**config.mk**
```make
export PLATFORM = sky130hd
export DESIGN_NAME = mips_control_fsm
export DESIGN_NICKNAME = d
export VERILOG_FILES = /design/src/rtl/mips_control_fsm.sv
export SDC_FILE = /design/constraint.sdc
export NUM_CORES = 1
export LEC_CHECK = 0
export ABC_AREA = 1
export ABC_CLOCK_PERIOD_IN_PS = 1700
export CORE_MARGIN = 8
export CORE_UTILIZATION = 33
export CTS_BUF_LIST = sky130_fd_sc_hd__clkbuf_16
export DETAILED_ROUTE_END_ITERATION = 16
export SETUP_SLACK_MARGIN = 0.02
export SYNTH_ARGS = -nofsm -noshare
export SYNTH_HDL_FRONTEND = slang
export SYNTH_SLANG_ARGS = --single-unit
```
**constraint.sdc**
```tcl
create_clock -name clock -period 1.7 [get_ports clock]
set_input_delay 0.34 -clock clock [delete_from_list [all_inputs] [get_ports clock]]
set_output_delay 0.34 -clock clock [all_outputs]
set_load 0.01 [all_outputs]
```
**src/rtl/mips_control_fsm.sv**
```systemverilog
// Multicycle MIPS main control: Moore sequencer for fetch/decode/execute/mem/wb.
// Outputs are registered from the next state; only pc_en is combinational.
module mips_control_fsm #(
  parameter int unsigned MEM_WAIT = 1
) (
  input  logic       clock,
  input  logic       reset,
  input  logic [5:0] opcode,
  input  logic       break_in,
  input  logic       zero,
  output logic       pc_en,
  output logic       iord,
  output logic       mem_write,
  output logic       ir_write,
  output logic       mdr_write,
  output logic       reg_write,
  output logic       reg_dst,
  output logic [1:0] mem_to_reg,
  output logic       alu_src_a,
  output logic [1:0] alu_src_b,
  output logic [2:0] alu_op,
  output logic [1:0] pc_source,
  output logic       halted,
  output logic       illegal,
  output logic [4:0] state_dbg
);

  localparam logic [2:0] W =
    (MEM_WAIT > 7) ? 3'd7 : 3'(MEM_WAIT);

  localparam logic [5:0] OP_R    = 6'h00;
  localparam logic [5:0] OP_J    = 6'h02;
  localparam logic [5:0] OP_BEQ  = 6'h04;
  localparam logic [5:0] OP_BNE  = 6'h05;
  localparam logic [5:0] OP_ADDI = 6'h08;
  localparam logic [5:0] OP_LUI  = 6'h0f;
  localparam logic [5:0] OP_LW   = 6'h23;
  localparam logic [5:0] OP_SW   = 6'h2b;

  typedef enum logic [4:0] {
    S_RESET          = 5'd0,
    S_FETCH          = 5'd1,
    S_FETCH_WAIT     = 5'd2,
    S_DECODE         = 5'd3,
    S_MEM_ADDR       = 5'd4,
    S_MEM_READ       = 5'd5,
    S_MEM_READ_WAIT  = 5'd6,
    S_LW_WB          = 5'd7,
    S_MEM_WRITE      = 5'd8,
    S_MEM_WRITE_WAIT = 5'd9,
    S_R_EXEC         = 5'd10,
    S_R_WB           = 5'd11,
    S_BRANCH         = 5'd12,
    S_JUMP           = 5'd13,
    S_ADDI_EXEC      = 5'd14,
    S_ADDI_WB        = 5'd15,
    S_LUI_WB         = 5'd16,
    S_HALT           = 5'd17
  } state_t;

  typedef struct packed {
    logic       pc_write;
    logic       pc_write_cond;
    logic       iord;
    logic       mem_write;
    logic       ir_write;
    logic       mdr_write;
    logic       reg_write;
    logic       reg_dst;
    logic [1:0] mem_to_reg;
    logic       alu_src_a;
    logic [1:0] alu_src_b;
    logic [2:0] alu_op;
    logic [1:0] pc_source;
    logic       halted;
  } ctl_t;

  state_t     state;
  state_t     ns;
  logic [2:0] cnt;
  logic [2:0] ncnt;
  logic       nillegal;
  ctl_t       ctl;

  // cnt is the value held while sitting in s; a wait state ends when it hits 1
  function automatic ctl_t ctl_of(input state_t s, input logic [2:0] c);
    ctl_t o;
    o = '0;
    case (s)
      S_FETCH: begin
        o.alu_src_b = 2'b01;
        o.pc_write  = 1'b1;
        o.ir_write  = (W == 3'd0);
      end
      S_FETCH_WAIT: o.ir_write = (c == 3'd1);
      S_DECODE: o.alu_src_b = 2'b11;
      S_MEM_ADDR: begin
        o.alu_src_a = 1'b1;
        o.alu_src_b = 2'b10;
      end
      S_MEM_READ: begin
        o.iord      = 1'b1;
        o.mdr_write = (W == 3'd0);
      end
      S_MEM_READ_WAIT: begin
        o.iord      = 1'b1;
        o.mdr_write = (c == 3'd1);
      end
      S_LW_WB: begin
        o.reg_write  = 1'b1;
        o.mem_to_reg = 2'b01;
      end
      S_MEM_WRITE, S_MEM_WRITE_WAIT: begin
        o.iord      = 1'b1;
        o.mem_write = 1'b1;
      end
      S_R_EXEC: begin
        o.alu_src_a = 1'b1;
        o.alu_op    = 3'b010;
      end
      S_R_WB: begin
        o.reg_write = 1'b1;
        o.reg_dst   = 1'b1;
      end
      S_BRANCH: begin
        o.alu_src_a     = 1'b1;
        o.alu_op        = 3'b001;
        o.pc_source     = 2'b01;
        o.pc_write_cond = 1'b1;
      end
      S_JUMP: begin
        o.pc_source = 2'b10;
        o.pc_write  = 1'b1;
      end
      S_ADDI_EXEC: begin
        o.alu_src_a = 1'b1;
        o.alu_src_b = 2'b10;
      end
      S_ADDI_WB: o.reg_write = 1'b1;
      S_LUI_WB: begin
        o.reg_write  = 1'b1;
        o.mem_to_reg = 2'b10;
      end
      S_HALT: o.halted = 1'b1;
      default: o = '0;
    endcase
    return o;
  endfunction

  always_comb begin
    ns       = state;
    ncnt     = cnt;
    nillegal = illegal;
    case (state)
      S_RESET: begin
        ns   = S_FETCH;
        ncnt = 3'd0;
      end
      S_FETCH: begin
        ncnt = W;
        ns   = (W != 3'd0) ? S_FETCH_WAIT : S_DECODE;
      end
      S_FETCH_WAIT: begin
        ncnt = cnt - 3'd1;
        if (cnt <= 3'd1) ns = S_DECODE;
      end
      S_DECODE: begin
        unique case (1'b1)
          opcode == OP_LW,
          opcode == OP_SW:   ns = S_MEM_ADDR;
          opcode == OP_R:    ns = break_in ? S_HALT : S_R_EXEC;
          opcode == OP_BEQ,
          opcode == OP_BNE:  ns = S_BRANCH;
          opcode == OP_J:    ns = S_JUMP;
          opcode == OP_ADDI: ns = S_ADDI_EXEC;
          opcode == OP_LUI:  ns = S_LUI_WB;
          default: begin
            ns       = S_HALT;
            nillegal = 1'b1;
          end
        endcase
      end
      S_MEM_ADDR:
        ns = (opcode == OP_SW) ? S_MEM_WRITE : S_MEM_READ;
      S_MEM_READ: begin
        ncnt = W;
        ns   = (W != 3'd0) ? S_MEM_READ_WAIT : S_LW_WB;
      end
      S_MEM_READ_WAIT: begin
        ncnt = cnt - 3'd1;
        if (cnt <= 3'd1) ns = S_LW_WB;
      end
      S_MEM_WRITE: begin
        ncnt = W;
        ns   = (W != 3'd0) ? S_MEM_WRITE_WAIT : S_FETCH;
      end
      S_MEM_WRITE_WAIT: begin
        ncnt = cnt - 3'd1;
        if (cnt <= 3'd1) ns = S_FETCH;
      end
      S_R_EXEC:    ns = S_R_WB;
      S_ADDI_EXEC: ns = S_ADDI_WB;
      S_R_WB,
      S_LW_WB,
      S_BRANCH,
      S_JUMP,
      S_ADDI_WB,
      S_LUI_WB:    ns = S_FETCH;
      S_HALT:      ns = S_HALT;
      default:     ns = S_RESET;
    endcase
  end

  always_ff @(posedge clock or negedge reset) begin
    if (!reset) begin
      state   <= S_RESET;
      cnt     <= 3'd0;
      illegal <= 1'b0;
      ctl     <= '0;
    end else begin
      state   <= ns;
      cnt     <= ncnt;
      illegal <= nillegal;
      ctl     <= ctl_of(ns, ncnt);
    end
  end

  // bne inverts the sense of the zero flag
  assign pc_en = ctl.pc_write |
    (ctl.pc_write_cond & (zero ^ (opcode == OP_BNE)));

  assign iord       = ctl.iord;
  assign mem_write  = ctl.mem_write;
  assign ir_write   = ctl.ir_write;
  assign mdr_write  = ctl.mdr_write;
  assign reg_write  = ctl.reg_write;
  assign reg_dst    = ctl.reg_dst;
  assign mem_to_reg = ctl.mem_to_reg;
  assign alu_src_a  = ctl.alu_src_a;
  assign alu_src_b  = ctl.alu_src_b;
  assign alu_op     = ctl.alu_op;
  assign pc_source  = ctl.pc_source;
  assign halted     = ctl.halted;
  assign state_dbg  = state;

endmodule

```
# Word-level counts from Yosys, hierarchy flattened
# Cells that the tools add are included.
# op_classes
add_sub_neg	1
mul	0
div_mod_pow	0
magnitude_cmp	1
n_eq_ne	42
n_shift	0
mux	22
bitwise_logic	4
reduce_logical	15
# op_table
operator	n
$eq A5 B4 Y1 const B	16
$pmux W5 S12	1
$eq A5 B3 Y1 const B	8
$pmux W5 S6	1
$eq A5 B2 Y1 const B	4
$eq A5 B5 Y1 const B	4
$mux W5	4
$eq A6 B3 Y1 const B	2
$eq A6 B4 Y1 const B	2
$eq A6 B6 Y1 const B	2
$pmux W2 S2	3
$reduce_or A4 Y1	3
$eq A5 B1 Y1 const B	2
$mux W1	10
$reduce_or A2 Y1	5
$pmux W3 S3	1
$reduce_or A8 Y1	1
$reduce_or A7 Y1	1
$eq A6 B2 Y1 const B	1
$logic_not A6 Y1	1
$pmux W2 S3	1
$reduce_or A3 Y1	2
$logic_not A5 Y1	1
$mux W4	1
8 further kinds	8
# totals
reg_bits	28
latchBits	0
mem_bits_rw	0
romBits	0
inputBits	10
out_inout_bits	24
elab_cells	102
memories	0

# Longest topological paths before layout
# depth
word_depth	7
depth_mapped	12
mapped_depth_nobuf	12

# Least setup slack after synthesis
# Ideal clock, no wire load.
# synth_timing
path_type	reg-to-reg
startpoint	register state[3] (netlist: state_dbg[3])
endpoint	register ctl (netlist bit iord)
setup_time_ps	128
arrival_ps	1403
required_ps	1572
setup_slack_ps	170
path_stages_with_launch	9
n_path_buf	0
synth_period_minus_slack_ps	1530
cell_sequence	dfrtp_1 inv_2 nand2_1 nor4_4 nand2_1 nand3_2 clkinv_1 nand2_1 nand3b_1
# synth_via
elab_chain_cells	6
elab_cells_between_ends	29
cone_classes	21 x eq/ne; 5 x mux; 3 x reduce/logical
# synth_rtl
element	line_no	text
start: declaration	78	state_t state;
start signal: assignment	221	state <= ns;
$eq A5 B4 Y1, or another cell as far along	154	case (state)
$reduce_or A7 Y1 (no source line)	-	
$pmux W5 S12 *	154	
$eq A5 B4 Y1 or $eq A5 B3 Y1 (tied branches)	89	case (s)
$reduce_or A4 Y1 (no source line) *	-	
$mux W1 *	89	
end signal: assignment	224	ctl <= ctl_of(ns, ncnt);
end: declaration	83	ctl_t ctl;
# Every way passes the cells marked *; elsewhere a longest branch is shown, timed or not.
# A chain may end at the register's enable or synchronous reset.

# Worst setup path in the final report
# layout_timing
startpoint	register cnt[0]
endpoint	register ctl (netlist bit alu_src_a)
# layout_via
elab_chain_cells	6
elab_cells_between_ends	11
cone_classes	1 x order compare; 4 x eq/ne; 5 x mux; 1 x reduce/logical
# layout_rtl
element	line_no	text
start: declaration	80	logic [2:0] cnt;
start signal: assignment	222	cnt <= ncnt;
$le A3 B1 Y1 *	165, 191, 199	
$mux W5 (on tied branches)	199, 165, 191	
$pmux W5 S12 *	154	
$eq A5 B4 Y1 or $eq A5 B3 Y1 (tied branches)	89	
$reduce_or A4 Y1 (no source line) *	-	
$mux W1 *	89	
# Marked as above.

==> metrics <==
status=complete, but fails checks; failing checks=negative setup slack; First DRT Iteration DRCs=86; Yosys top cell by area=dfrtp_1; max FFs per register=5; setup slack after layout=-42.77 ps; Max Cap Viol=0; CTS hold repair buffers=0; Max Slew Vio Count=0; CTS tree=built; clock buffer depth=2; CP Class=reg2reg; initial antenna violation count=0; post-synthesis cell count=212; DR pass1 iterations=4; Worst Hold Class=in2async; period utilization=1.025; f_max=573.8 MHz; Distinct cells, synth=32; DRC violations left=0; Post-synth ARST share=1.000; Arr. time, crit path=1870 ps; Mean Syn Cell Area=7.407 um2; Synth Register Bits=26; commonest non-fill, non-tap cell in the layout=buf_4; CP max stage cell=dfrtp_1; most frequent cells in the layout=48 x buf_4, 41 x nand2_1, 22 x dfrtp_1; Final nets=303; DR WL/cell=12.51 um; final setup fails=4; Synth Flop Type=dfrtp_1; Crit. End Element=flop; worst IR drop on VDD=0.0006201 V; total number of vias=1625; number of buffers added on ports=32; Die W=84.98 um; crit path max fanout=4; Initial Util=0.3369; CP max stage delay=410 ps; clock period minus worst slack=1743 ps; filler instances=424; H-tree Lvls=1; Post-Synth XOR/XNOR Area=0.005578; Worst Reg-to-Reg Cells=8; Layout Utilization=0.5474; crit-path cells=buf_4, o21bai_1, nand2_1, nand2_1, nand3_2, buf_4, a21oi_1, o22ai_4; Critical Path RT=1830 ps; core area=4661 um2; routability cong.=0.9210; TritonCTS Buffers=3; Top delay family on crit path=compound AO/OA/AOI/OAI gates; Post-Synth Adder-Cell Area=0.01594; gr usage total=0.1170; # rows=25; worst slack at placement=-699.6 ps; first-pass GRT wire length=6927 um; Die H=84.98 um; Layout area overhead=62.47%; complex-gate fraction of the synthesized area=0.06853; Worst R2R Start=cnt[0]; post-synth net total=224; CTS root buf=clkbuf_16; final hold slack=447.6 ps; total gr overflow=0; largest family of logic cells by synthesized area=simple AND/OR/NAND/NOR gates; total power=4.087 mW; Fin. Hold Viols=0; EDFF count, synth=0; Area contributors post-synth=dfrtp_1 41%, nand2_1 11%, nand3_1 8.0%; Cell Area, Synth=1570 um2; PD cells=1602 nW/um2; post-synthesis mux area share=0; number of I/O pins=34; Static Leakage=1.362 nW; Seq/Total Area, Yosys=0.4143; Ant. Diodes=0; worst skew pair latency=260 ps; Sink Count=26; Final ANT Viol Nets=0; HPWL Detailed=3143 um; post-synthesis simple-gate area fraction=0.3641; reg-to-reg critical path endpoint=alu_src_a; RSZ-0062 raised after global routing=true; top-area cell type share of the netlist area=0.4143; crit start category=flop; Synthesis Warnings=0; Clk pin slew, worst setup/hold paths=60 ps; Reg2Reg Setup Slack=-40 ps; share of cells above drive strength 1=0.4221; die area=7222 um2; final wirelength=4292 um; Worst Path Buf+Inv=2; Vias/cell=4.738; vias in the first global route=1604; pin count of the biggest net entering global routing=27; Final Skew=5.207 ps
## per-stage QoR
stage	TNS [ps]	cell area [um2]	std cells
CTS	-6.208	2354	338
global route	-1189	2551	343
global placement	-7504	2195	330
finish	-75.79	2551	343
floorplan	0	1570	212
detailed placement	-7827	2195	330
## worst max-delay path by stage
stage                       startpoint         to  slack (ps)  depth (start not counted)
after floorplan           state_dbg[3]       iord         170                          8
after global placement       opcode[3]      pc_en        -680                          7
after detailed placement     opcode[3]      pc_en        -700                          7
after CTS                 state_dbg[0]  mdr_write          -6                         11
after global routing            cnt[0]  alu_src_a        -140                          8
final                           cnt[0]  alu_src_a         -40                          8
## what timing repair did
| item | CTS | global route |
|---|---|---|
| hold endpoints to repair | 0 | 0 |
| pin swaps | 2 | 8 |
| endpoints found under the setup margin | 19 | 19 |
| setup buffers | 5 | 5 |
| resized for setup | 34 | 59 |
## layout make-up
cell class	instances	area, um2	area share
multi-input combinational	143	919.6	0.3605
inverter	33	128.9	0.05052
timing repair buffer	84	704.4	0.2761
clock buffer	3	75.07	0.02943
sequential	26	655.6	0.2570
tap	54	67.56	0.02648
## per-layer routing
metal  share of wire  global-route usage  vias up
li1                -                   -      817
met1            0.42              0.1282      759
met2            0.49              0.2060       37
met3           0.047             0.02799       12
met4           0.037             0.05663        0
met5               0                   0        -
## cell usage after synthesis (all sizes together), types with 2 or more instances
cell and number:
nand3 28, inv 32, dfrtp 26, ha 2
nor2 35, nor3 2, a21oi 5, buf 10
nand2 51, nand4 3, o21ai 4, o22ai 2
## report_power, final
group | leakage, nW | switching [mW] | internal, mW
Sequential | 0.340 | 0.121 | 0.780
Clock | 0.0370 | 0.194 | 0.311
Combinational | 0.985 | 1.41 | 1.27
Total | 1.36 | 1.72 | 2.36
## logic make-up (layout without fill, tap and decap cells)
group	count (synthesis)	in the layout
adder cells (fa/ha/maj)	2	2
buffers and inverters	43	120
flip-flops	26	26
XOR/XNOR	1	1
other	1	1
AND/OR/NAND/NOR	122	122
AO/OA/AOI/OAI	17	17
(Power assumes the default switching activity.)
